===== config.mk =====
export PLATFORM = sky130hd
export DESIGN_NAME = cvxif_result_collector
export DESIGN_NICKNAME = d
export VERILOG_FILES = /design/src/rtl/cvxif_result_collector.sv
export SDC_FILE = /design/constraint.sdc
export NUM_CORES = 1
export LEC_CHECK = 0
export CAP_MARGIN = 30
export CORE_MARGIN = 5
export CORE_UTILIZATION = 57
export DETAILED_ROUTE_END_ITERATION = 7
export PLACE_DENSITY = 0.84
export SLEW_MARGIN = 0
export SYNTH_ARGS = -nofsm -noshare
export SYNTH_HDL_FRONTEND = slang
export SYNTH_SLANG_ARGS = --single-unit

===== constraint.sdc =====
create_clock -name clk_i -period 5.65 [get_ports clk_i]
set_clock_uncertainty 0.05 [all_clocks]
set_input_delay 1.13 -clock clk_i [delete_from_list [all_inputs] [get_ports clk_i]]
set_output_delay 1.13 -clock clk_i [all_outputs]
set_load 0.03 [all_outputs]

===== src/rtl/cvxif_result_collector.sv =====
// Coprocessor result collector: ID scoreboard, result FIFO and a single register-file writeback port.
// Optional ID checking is enabled by defining CVXIF_RESULT_ID_CHECK_EN.
module cvxif_result_collector #(
  parameter int unsigned XLEN    = 32,
  parameter int unsigned IdWidth = 3,
  parameter int unsigned Depth   = 4,
  localparam int unsigned NrIds  = 2**IdWidth,
  localparam int unsigned CntW   = $clog2(Depth) + 1
) (
  input  logic               clk_i,
  input  logic               rst_ni,
  input  logic               issue_valid_i,
  input  logic [IdWidth-1:0] issue_id_i,
  input  logic               result_valid_i,
  output logic               result_ready_o,
  input  logic [IdWidth-1:0] result_id_i,
  input  logic [4:0]         result_rd_i,
  input  logic [XLEN-1:0]    result_data_i,
  input  logic               result_we_i,
  output logic               wb_valid_o,
  input  logic               wb_ready_i,
  output logic [4:0]         wb_rd_o,
  output logic [XLEN-1:0]    wb_data_o,
  output logic [IdWidth-1:0] wb_id_o,
  output logic [NrIds-1:0]   outstanding_o,
  output logic [CntW-1:0]    count_o,
  output logic               err_o,
  output logic [1:0]         err_code_o
);

  localparam int unsigned PtrW = $clog2(Depth);

  logic [4:0]         rd_q   [Depth];
  logic [XLEN-1:0]    data_q [Depth];
  logic [IdWidth-1:0] id_q   [Depth];

  logic [PtrW-1:0] wptr_q, wptr_d, rptr_q, rptr_d;
  logic [CntW-1:0] count_q, count_d;
  logic            full, accept, expected, push, pop;

  // No bypass: a full FIFO refuses even if the head drains this cycle.
  assign full           = (count_q == CntW'(Depth));
  assign result_ready_o = !full;
  assign accept         = result_valid_i && !full;
  assign push           = accept && expected && result_we_i && (result_rd_i != 5'd0);
  assign wb_valid_o     = (count_q != '0);
  assign pop            = wb_valid_o && wb_ready_i;
  assign count_o        = count_q;

  // Payload is zeroed when empty so stale entries never leak out.
  assign wb_rd_o   = wb_valid_o ? rd_q[rptr_q]   : '0;
  assign wb_data_o = wb_valid_o ? data_q[rptr_q] : '0;
  assign wb_id_o   = wb_valid_o ? id_q[rptr_q]   : '0;

  always_comb begin
    wptr_d  = wptr_q;
    rptr_d  = rptr_q;
    count_d = count_q;
    if (push) wptr_d = wptr_q + PtrW'(1);
    if (pop)  rptr_d = rptr_q + PtrW'(1);
    case ({push, pop})
      2'b10:   count_d = count_q + CntW'(1);
      2'b01:   count_d = count_q - CntW'(1);
      default: count_d = count_q;
    endcase
  end

  always_ff @(posedge clk_i or negedge rst_ni) begin
    if (!rst_ni) begin
      wptr_q  <= '0;
      rptr_q  <= '0;
      count_q <= '0;
    end else begin
      wptr_q  <= wptr_d;
      rptr_q  <= rptr_d;
      count_q <= count_d;
    end
  end

  always_ff @(posedge clk_i) begin
    if (push) begin
      rd_q[wptr_q]   <= result_rd_i;
      data_q[wptr_q] <= result_data_i;
      id_q[wptr_q]   <= result_id_i;
    end
  end

`ifdef CVXIF_RESULT_ID_CHECK_EN
  logic [NrIds-1:0] outstanding_q, outstanding_d;
  logic [1:0]       err_code_q, err_code_d;

  assign expected = outstanding_q[result_id_i];

  // Retire before issue, so a same-ID issue+result leaves the bit set without error.
  always_comb begin
    outstanding_d = outstanding_q;
    err_code_d    = 2'b00;
    if (accept) begin
      if (expected) outstanding_d[result_id_i] = 1'b0;
      else          err_code_d[0] = 1'b1;
    end
    if (issue_valid_i) begin
      if (outstanding_d[issue_id_i]) err_code_d[1] = 1'b1;
      outstanding_d[issue_id_i] = 1'b1;
    end
  end

  always_ff @(posedge clk_i or negedge rst_ni) begin
    if (!rst_ni) begin
      outstanding_q <= '0;
      err_code_q    <= 2'b00;
    end else begin
      outstanding_q <= outstanding_d;
      err_code_q    <= err_code_d;
    end
  end

  assign outstanding_o = outstanding_q;
  assign err_code_o    = err_code_q;
  assign err_o         = |err_code_q;
`else
  logic unused_issue;

  assign unused_issue  = ^{issue_valid_i, issue_id_i};
  assign expected      = 1'b1;
  assign outstanding_o = '0;
  assign err_code_o    = 2'b00;
  assign err_o         = 1'b0;
`endif

endmodule

==> results.cfg, run 1 <==
[outcome]
status = finished, final reports clean

[drt]
drc = 0
detail-route-antenna-nets = 0
dr_total_vias = 3088
dr.pass1.iters = 4
routed_via_density = 5.51
routedWlPerCell_um = 20.6
drt_wl_total_um = 11500
drtIter0Drc = 184

[synth]
yosysTopAreaCell = edfxtp_1
netlist_instances = 305
synth_warnings = 0
synthTopCellsByArea = edfxtp_1, mux4_2, and2_1, dfrtp_1, buf_4
netlist_area_um2 = 6540
synth_cell_type_count = 23
synth_top_area_share_pct = 73.4
ys_seq_area_share_pct = 76.1
synth.avg_cell_area_um2 = 21.5
synth-seq-cells = 167

[min_path]
hold_class = flip-flop to flip-flop

[clock_network]
path_clk_slew_ps = 60
cts.sinks = 167
post_cts_buffers = 0
cts-resized-gates = 0
root_buffer = clkbuf_16
cts_buffers = 17
clockBufferDepth = 2
ctsHoldBuffers = 0
tritoncts = yes
htree_levels = 4
clk_latency_ps = 410

[timing]
hold_viol_final = 0
rsz0062_at_grt = no
fin_tns_setup_ps = 0
fmax_ghz = 0.250
fin_ws_ps = 1640
setup_viol = 0
finalCriticalPeriod_ps = 4010
slew_headroom_pct = 44.1
final_max_slew_viol_count = 0
finalCritPeriodShare_pct = 70.9
tightest_slew_ps = 839

[floorplan]
die_h_um = 117
num_rows = 39
io_pins = 105
die_x_um = 117
core_um2 = 11300
start_util_pct = 57.8
floorplan.die_area_um2 = 13700

[layout]
multi_input_area_um2 = 1430
drive_above_1_share_pct = 20.4
n_antenna_cell = 0
fillCellCount = 683
area_delta_synth_final_pct = 25.0
nets = 459
finalCoreUtilization_pct = 72.2
stdcell_count = 560
seqCellArea_um2 = 4980

[grt]
grtUsageTotal_pct = 18.5
grt_pass1_wl_um = 18100
grt_overflow = 0
grt_max_degree = 44
antenna_found_initial = 1
grt_pass1_vias = 3398

[placed_design]
post-place-ws_ps = 1910
dp_cells = 528
port_buffers = 89
dp_hpwl_um = 7060
gp_congestion = 0.697

[worst_setup_path]
critPathMaxStageDelay_ps = 660
criticalPathCategory = flip-flop to primary output
endpoint_kind = primary output
path_cells = buf_4 > mux4_2 > and2_1 > clkdlybuf4s50_1
cp.required_ps = 4470
cpMaxStageDelayCell = buf_4
start_kind = flip-flop
cp.arrival_ps = 2830
cp_top_family = buffers and inverters
path_max_fanout = 42
cp_num_buf_inv = 2

[power]
finalPower_mw = 4.45
ir_drop_uv = 435
p_leak_nw = 2.71
power_density_nw_per_um2 = 544

[job]
cap_viol_max_count = 0
## state kept, by name, summed over array words and instances (netlist names)
register / count
wptr_q: 2
data_q: 128
rd_q: 20
id_q: 12
count_o: 3
rptr_q: 2
## area by class of cell
| cell class | instances | area share (%) |
|---|---|---|
| Multi-Input combinational cell | 116 | 17.5 |
| Clock inverter | 15 | 1.58 |
| Timing Repair Buffer | 96 | 12.3 |
| Tap cell | 143 | 2.19 |
| Clock buffer | 17 | 5.20 |
| Inverter | 6 | 0.275 |
| Sequential cell | 167 | 60.9 |
## synthesized netlist by cell type, drive strengths merged
| cell | n |
|---|---|
| edfxtp | 160 |
| and2 | 45 |
| mux4 | 40 |
| buf | 20 |
| dfrtp | 7 |
| clkbuf | 6 |
| inv | 6 |
| ha | 5 |
| xnor2 | 3 |
| xor2 | 3 |
| conb | 1 |
| fa | 1 |
| mux2 | 1 |
| mux2i | 1 |
| nand3 | 1 |
| nor2 | 1 |
| o2111a | 1 |
| or3 | 1 |
| or3b | 1 |
| or4 | 1 |
## placed cells by master, fill, tap and decap left out, types with 2 or more instances in the layout
| master | instances |
|---|---|
| clkinv_1 | 3 |
| buf_4 | 2 |
| buf_12 | 5 |
| mux4_2 | 40 |
| and2_2 | 4 |
| and2_1 | 41 |
| clkdlybuf4s50_1 | 89 |
| edfxtp_1 | 160 |
| xnor2_1 | 3 |
| dfrtp_1 | 5 |
| inv_1 | 6 |
| xor2_1 | 3 |
| conb_1 | 11 |
| inv_6 | 4 |
| clkbuf_16 | 17 |
| dfrtp_2 | 2 |
| ha_1 | 5 |
| clkinv_4 | 2 |
| clkinvlp_4 | 4 |
## routing by layer
metal	track usage [%]	wire length, µm	vias to the layer above
met5	0	13	-
met4	5.28	100	2
met3	6.48	648	14
met2	31.7	6220	89
met1	22.3	4560	1589
li1	-	-	1394
## stage by stage
stage | hold slack [ps] | cell area, µm²
after floorplan | 485 | 6580
after global placement | 443 | 7520
after detailed placement | 460 | 7620
after CTS | 467 | 8180
after global routing | 509 | 8180
final | 464 | 8180
## cells by family after synthesis
kind of cell | count (synthesis) | synth area share [%]
buffers and inverters | 32 | 2.58
adders and majority gates | 6 | 1.26
xor gates and xnor gates | 6 | 0.803
muxes | 42 | 14.1
AOI/OAI and AO/OA | 1 | 0.191
DFF | 167 | 76.1
and+or+nand+nor | 50 | 4.86
other | 1 | 0.0573
## worst paths after layout
check | slack, ps | end | start | cells past startpoint
worst max-delay path | 1640 | wb_data_o[16] | rptr_q[0]$_DFFE_PN0P_ | 4
worst min-delay path | 460 | count_o[2]$_DFFE_PN0P_ | count_o[2]$_DFFE_PN0P_ | 1
worst max register to register | 3290 | count_o[2]$_DFFE_PN0P_ | count_o[0]$_DFFE_PN0P_ | 9
worst min register to register | 460 | count_o[2]$_DFFE_PN0P_ | count_o[2]$_DFFE_PN0P_ | 1
max in group asynchronous | 4330 | rptr_q[1]$_DFFE_PN0P_ | rst_ni | 1
min in group asynchronous | 940 | count_o[2]$_DFFE_PN0P_ | rst_ni | 1
## power breakdown
| part | switching, mW | total (mW) | internal [mW] |
|---|---|---|---|
| Clock | 0.466 | 1.07 | 0.607 |
| Combinational | 0.951 | 1.79 | 0.839 |
| Sequential | 0.0737 | 1.59 | 1.51 |
(Power assumes the default switching activity.)
==> inputs of run 2 (changes only) <==
--- a/config.mk
+++ b/config.mk
@@ -7,9 +7,9 @@
 export LEC_CHECK = 0
 export CAP_MARGIN = 30
 export CORE_MARGIN = 5
-export CORE_UTILIZATION = 57
+export CORE_UTILIZATION = 48
 export DETAILED_ROUTE_END_ITERATION = 7
-export PLACE_DENSITY = 0.84
+export PLACE_DENSITY = 0.76
 export SLEW_MARGIN = 0
 export SYNTH_ARGS = -nofsm -noshare
 export SYNTH_HDL_FRONTEND = slang
==> constraint.sdc (replaced) <==
create_clock -name clk_i -period 3.3 [get_ports clk_i]
set_clock_uncertainty 0.05 [all_clocks]
set_input_delay 0.66 -clock clk_i [delete_from_list [all_inputs] [get_ports clk_i]]
set_output_delay 0.66 -clock clk_i [all_outputs]
set_load 0.03 [all_outputs]
==> run 2 against run 1 <==
Net effect:
- core utilization decreased by 10 points
- critical path depth stayed put
- via count increased by 0.81%
- die area is 17% higher
- total power is 72% higher
- critical endpoint is now wb_data_o[27]
==> results.cfg, run 2 (same netlist as run 1, synthesis figures left out) <==
[clock_network]
cts_buffers = 17
clk_latency_ps = 420
path_clk_slew_ps = 60
htree_levels = 4
clockBufferDepth = 2
ctsHoldBuffers = 0
root_buffer = clkbuf_16
tritoncts = yes
cts.sinks = 167

[layout]
finalCoreUtilization_pct = 62.0
final_common_cell = edfxtp_1
fillCellCount = 929
drive_above_1_share_pct = 21.0
area_delta_synth_final_pct = 25.9
nets = 466
largestRegisters = data_q x128, rd_q x20, id_q x12
largest_reg_flops = 128
stdcell_count = 600
top_register = data_q
layout_common_cells = edfxtp_1, clkdlybuf4s50_1, and2_1, mux4_2, clkbuf_16
n_antenna_cell = 0

[floorplan]
floorplan.die_area_um2 = 16100
core_um2 = 13300
start_util_pct = 49.2
die_h_um = 127
io_pins = 105
num_rows = 42
die_x_um = 127

[grt]
antenna_found_initial = 1
grt_pass1_vias = 3428
grt_pass1_wl_um = 18600
grt_max_degree = 44
grt_overflow = 0
grtUsageTotal_pct = 15.6

[job]
cap_viol_max_count = 0

[drt]
routedWlPerCell_um = 19.4
drtIter0Drc = 247
detail-route-antenna-nets = 0
drt_wl_total_um = 11600
dr.pass1.iters = 4
routed_via_density = 5.19
drc = 0
dr_total_vias = 3113

[timing]
final_max_slew_viol_count = 0
fin_ws_ps = 177
fmax_ghz = 0.320
hold_viol_final = 0
setup_viol = 0
rsz0062_at_grt = no
fin_tns_setup_ps = 0
finalCritPeriodShare_pct = 94.6
finalCriticalPeriod_ps = 3120

[worst_setup_path]
start_kind = flip-flop
endpoint_kind = primary output
cp-endpoint = wb_data_o[27]
path_max_fanout = 18
cp.arrival_ps = 2410
regToRegStartpoint = count_o[0]$_DFFE_PN0P_
startpoint = rptr_q[0]$_DFFE_PN0P_
timing.rr.end = count_o[2]$_DFFE_PN0P_
reg2regPathDepth = 9
rrSetupSlack_ps = 950
criticalPathCategory = flip-flop to primary output
cp.required_ps = 2590

[power]
power_density_nw_per_um2 = 930
p_leak_nw = 2.75
ir_drop_uv = 577

[placed_design]
dp_cells = 567
post-place-ws_ps = 93.9
port_buffers = 89
dp_hpwl_um = 7210
gp_congestion = 0.708

[outcome]
status = finished, final reports clean

[min_path]
hold_class = input pin to asynchronous set/reset pin
==> run 2: cell types whose count changed in the layout (fill, tap and decap cells not counted), sizes merged <==
cell	before	now
buf	7	14
clkbuf	17	21
inv	10	6
clkdlybuf4s50	89	87
clkinvlp	4	2
dlygate4sd2	0	2
bufinv	1	2
clkinv	6	7
==> run 2: cell type report <==
class	count	area, µm²	share of cell area [%]
clock inverters	11	108	1.31
multi-input cells	116	1430	17.4
repair buffers	103	1030	12.5
clock buffers	21	440	5.35
well taps	176	220	2.67
inverters	6	22.5	0.273
flip-flops and latches	167	4980	60.5
==> run 2: power by group <==
group	switching (mW)	internal (mW)
sequential	0.0880	2.60
combinational	1.69	1.46
clock	0.730	1.10
total	2.50	5.16
==> run 2: worst max-delay path, cell delays in order, from the launching register on <==
cell             delay, ps
dfrtp_4                470
buf_12                 210
mux4_2                 500
and2_1                 190
clkdlybuf4s50_1        610
==> run 2: how the worst min path moves through the flow <==
stage	endpoint	slack, ps	from
after floorplan	count_o[0]$_DFFE_PN0P_	310	rst_ni
after CTS	count_o[0]$_DFFE_PN0P_	460	rst_ni
after global routing	count_o[0]$_DFFE_PN0P_	470	rst_ni
after detailed placement	count_o[2]$_DFFE_PN0P_	460	count_o[2]$_DFFE_PN0P_
after global placement	count_o[2]$_DFFE_PN0P_	450	count_o[2]$_DFFE_PN0P_
final	count_o[0]$_DFFE_PN0P_	460	rst_ni
==> run 2: repair_timing <==
item,in CTS,in global routing
setup buffers,1,0
gates resized for setup,2,0
endpoints found under the setup margin,3,0
hold endpoints to repair,0,0
==> run 2: stage by stage <==
step	total power [mW]	cell area (µm²)	hold slack, ps
2_1_floorplan	4.72	6580	314
3_3_place_gp	5.89	7690	445
3_5_place_dp	5.94	7690	457
4_1_cts	7.78	8240	455
5_1_grt	8.06	8240	473
6_report	7.66	8240	462
==> run 2: routing by layer <==
layer  global-route usage (%)  up-vias  wire, µm
met2                     25.4      102      5930
met5                        0        -        13
met3                     6.05       12       767
met1                     19.4     1599      4740
met4                     5.11        2       159
li1                         -     1398         -
==> inputs of run 3 (changes only) <==
--- a/config.mk
+++ b/config.mk
@@ -7,9 +7,10 @@
 export LEC_CHECK = 0
 export CAP_MARGIN = 30
 export CORE_MARGIN = 5
-export CORE_UTILIZATION = 48
+export CORE_UTILIZATION = 56
 export DETAILED_ROUTE_END_ITERATION = 7
-export PLACE_DENSITY = 0.76
+export DONT_BUFFER_PORTS = 1
+export PLACE_DENSITY = 0.74
 export SLEW_MARGIN = 0
 export SYNTH_ARGS = -nofsm -noshare
 export SYNTH_HDL_FRONTEND = slang
==> run 3 against run 2 <==
Net effect:
- design area down 12%
- die area shrank 13%
- non-clock buffer count decreased by 93
- flip-flop and latch count stayed put
- routed wire length shrank 7.5%
- clock power is 5% lower
- first-iteration DRC count fell by 40%
- clock-buffer cell count fell by 2
- register-to-register slack lost 290 ps
- combinational power decreased by 28%
- global-route usage increased by 0.68 points
- critical path depth down 1
- highest routed layer is now met4
==> results.cfg, run 3 (same netlist as run 1, synthesis figures left out) <==
[layout]
area_delta_synth_final_pct = 11.2
stdcell_count = 473
drive_above_1_share_pct = 25.2
largest_reg_flops = 128
largestRegisters = data_q x128, rd_q x20, id_q x12
n_antenna_cell = 0
stdcell_area_um2 = 7280
top_register = data_q
nets = 373
final_common_cell = edfxtp_1
layout_common_cells = edfxtp_1, and2_1, mux4_2, clkbuf_16, conb_1

[drt]
drc = 0
routedWlPerCell_um = 22.7
routed_via_density = 5.76
dr.pass1.iters = 4
detail-route-antenna-nets = 0
dr_total_vias = 2725
drtIter0Drc = 149
drt_wl_total_um = 10700

[grt]
grt_overflow = 0
use_met3_pct = 7.40
met2_usage_pct = 27.2
antenna_found_initial = 0
grt_util_met1_pct = 18.4
grt_pass1_vias = 3018
grtUsageTotal_pct = 16.3
grt_pass1_wl_um = 17100
grt_max_degree = 25
top_usage_layer = met2

[worst_setup_path]
cp_num_buf_inv = 1
cp_top_family = simple AND/OR/NAND/NOR gates
criticalPathCategory = flip-flop to primary output
regToRegStartpoint = count_o[0]$_DFFE_PN0P_
cp.required_ps = 2590
path_cells = or3_2 > buf_4 > and2_1
cpMaxStageDelayCell = or3_2
critPathMaxStageDelay_ps = 820
endpoint_kind = primary output
rrSetupSlack_ps = 660
start_kind = flip-flop
path_max_fanout = 20
cp.arrival_ps = 2360
timing.rr.end = count_o[2]$_DFFE_PN0P_
reg2regPathDepth = 8

[clock_network]
clk_latency_ps = 410
clockBufferDepth = 2
cts.sinks = 167
root_buffer = clkbuf_16
cts_buffers = 17
htree_levels = 4
tritoncts = yes
path_clk_slew_ps = 60
cts-resized-gates = 0

[timing]
finalCriticalPeriod_ps = 3070
slew_headroom_pct = 62.3
finalCritPeriodShare_pct = 93.1
whs_ps = 292
final_max_slew_viol_count = 0
fmax_ghz = 0.325
setup_viol = 0
hold_viol_final = 0
rsz0062_at_grt = no
fin_tns_setup_ps = 0
tightest_slew_ps = 566

[power]
ir_drop_uv = 521
power_density_nw_per_um2 = 930
finalPower_mw = 6.77
p_leak_nw = 2.37

[placed_design]
dp_cells = 441
gp_congestion = 0.656
dp_hpwl_um = 6730
dpl-instance-area_um2 = 6750
port_buffers = 0

[floorplan]
floorplan.die_area_um2 = 13900
die_h_um = 118
die_x_um = 118
start_util_pct = 57.3
num_rows = 39
io_pins = 105
core_um2 = 11400

[outcome]
status = finished, final reports clean

[min_path]
min_from = result_data_i[0]
holdPathEnd = data_q[2][0]$_DFFE_PP_
whs_path_depth = 0
hold_class = input pin to flip-flop

[job]
cap_viol_max_count = 0
## run 3: cell types whose count changed in the layout (fill, tap and decap cells not counted), sizes merged
cell / change
clkinv: +2
dlygate4sd3: +1
clkdlybuf4s50: -87
buf: -5
bufinv: -1
clkbuf: -2
dlygate4sd2: -2
## run 3: how the worst max path moves through the flow
stage	start	to	cells after the start
2_1_floorplan	result_rd_i[0]	count_o[2]$_DFFE_PN0P_	9
3_3_place_gp	result_rd_i[0]	count_o[2]$_DFFE_PN0P_	9
3_5_place_dp	result_rd_i[0]	count_o[2]$_DFFE_PN0P_	9
4_1_cts	count_o[0]$_DFFE_PN0P_	wb_rd_o[4]	3
5_1_grt	count_o[0]$_DFFE_PN0P_	wb_rd_o[4]	3
6_report	count_o[0]$_DFFE_PN0P_	wb_rd_o[4]	3
## run 3: layout make-up
class / instances / area, µm²
clock buffer: 19 / 433
inverter: 6 / 22.5
timing repair buffer: 10 / 140
multi-input combinational: 116 / 1430
sequential: 167 / 4980
clock inverter: 12 / 87.6
fill: 760 / 4140
tap: 143 / 179
## run 3: power breakdown
part	leakage (nW)	internal (mW)	switching (mW)
Clock	0.250	1.01	0.728
Sequential	1.53	2.59	0.172
Combinational	0.586	0.796	1.46
Total	2.37	4.40	2.36
## run 3: timing repair
| action | 4_1_cts | 5_1_grt |
|---|---|---|
| setup buffers | 0 | 0 |
| hold buffers | 1 | 0 |
| hold endpoints to repair | 7 | 0 |
| endpoints found under the setup margin | 0 | 0 |
## run 3: metrics by stage
| step | setup slack, ps | util (%) |
|---|---|---|
| 3_3_place_gp | 617 | 58.4 |
| 4_1_cts | 178 | 63.7 |
| 6_report | 227 | 63.7 |
| 2_1_floorplan | 686 | - |
| 3_5_place_dp | 584 | 59.1 |
| 5_1_grt | 125 | 63.7 |
## run 3: routing by layer
layer | wire, µm | up-vias
met5 | 0 | -
met4 | 154 | 0
met3 | 845 | 14
met2 | 5720 | 82
met1 | 4030 | 1424
li1 | - | 1205
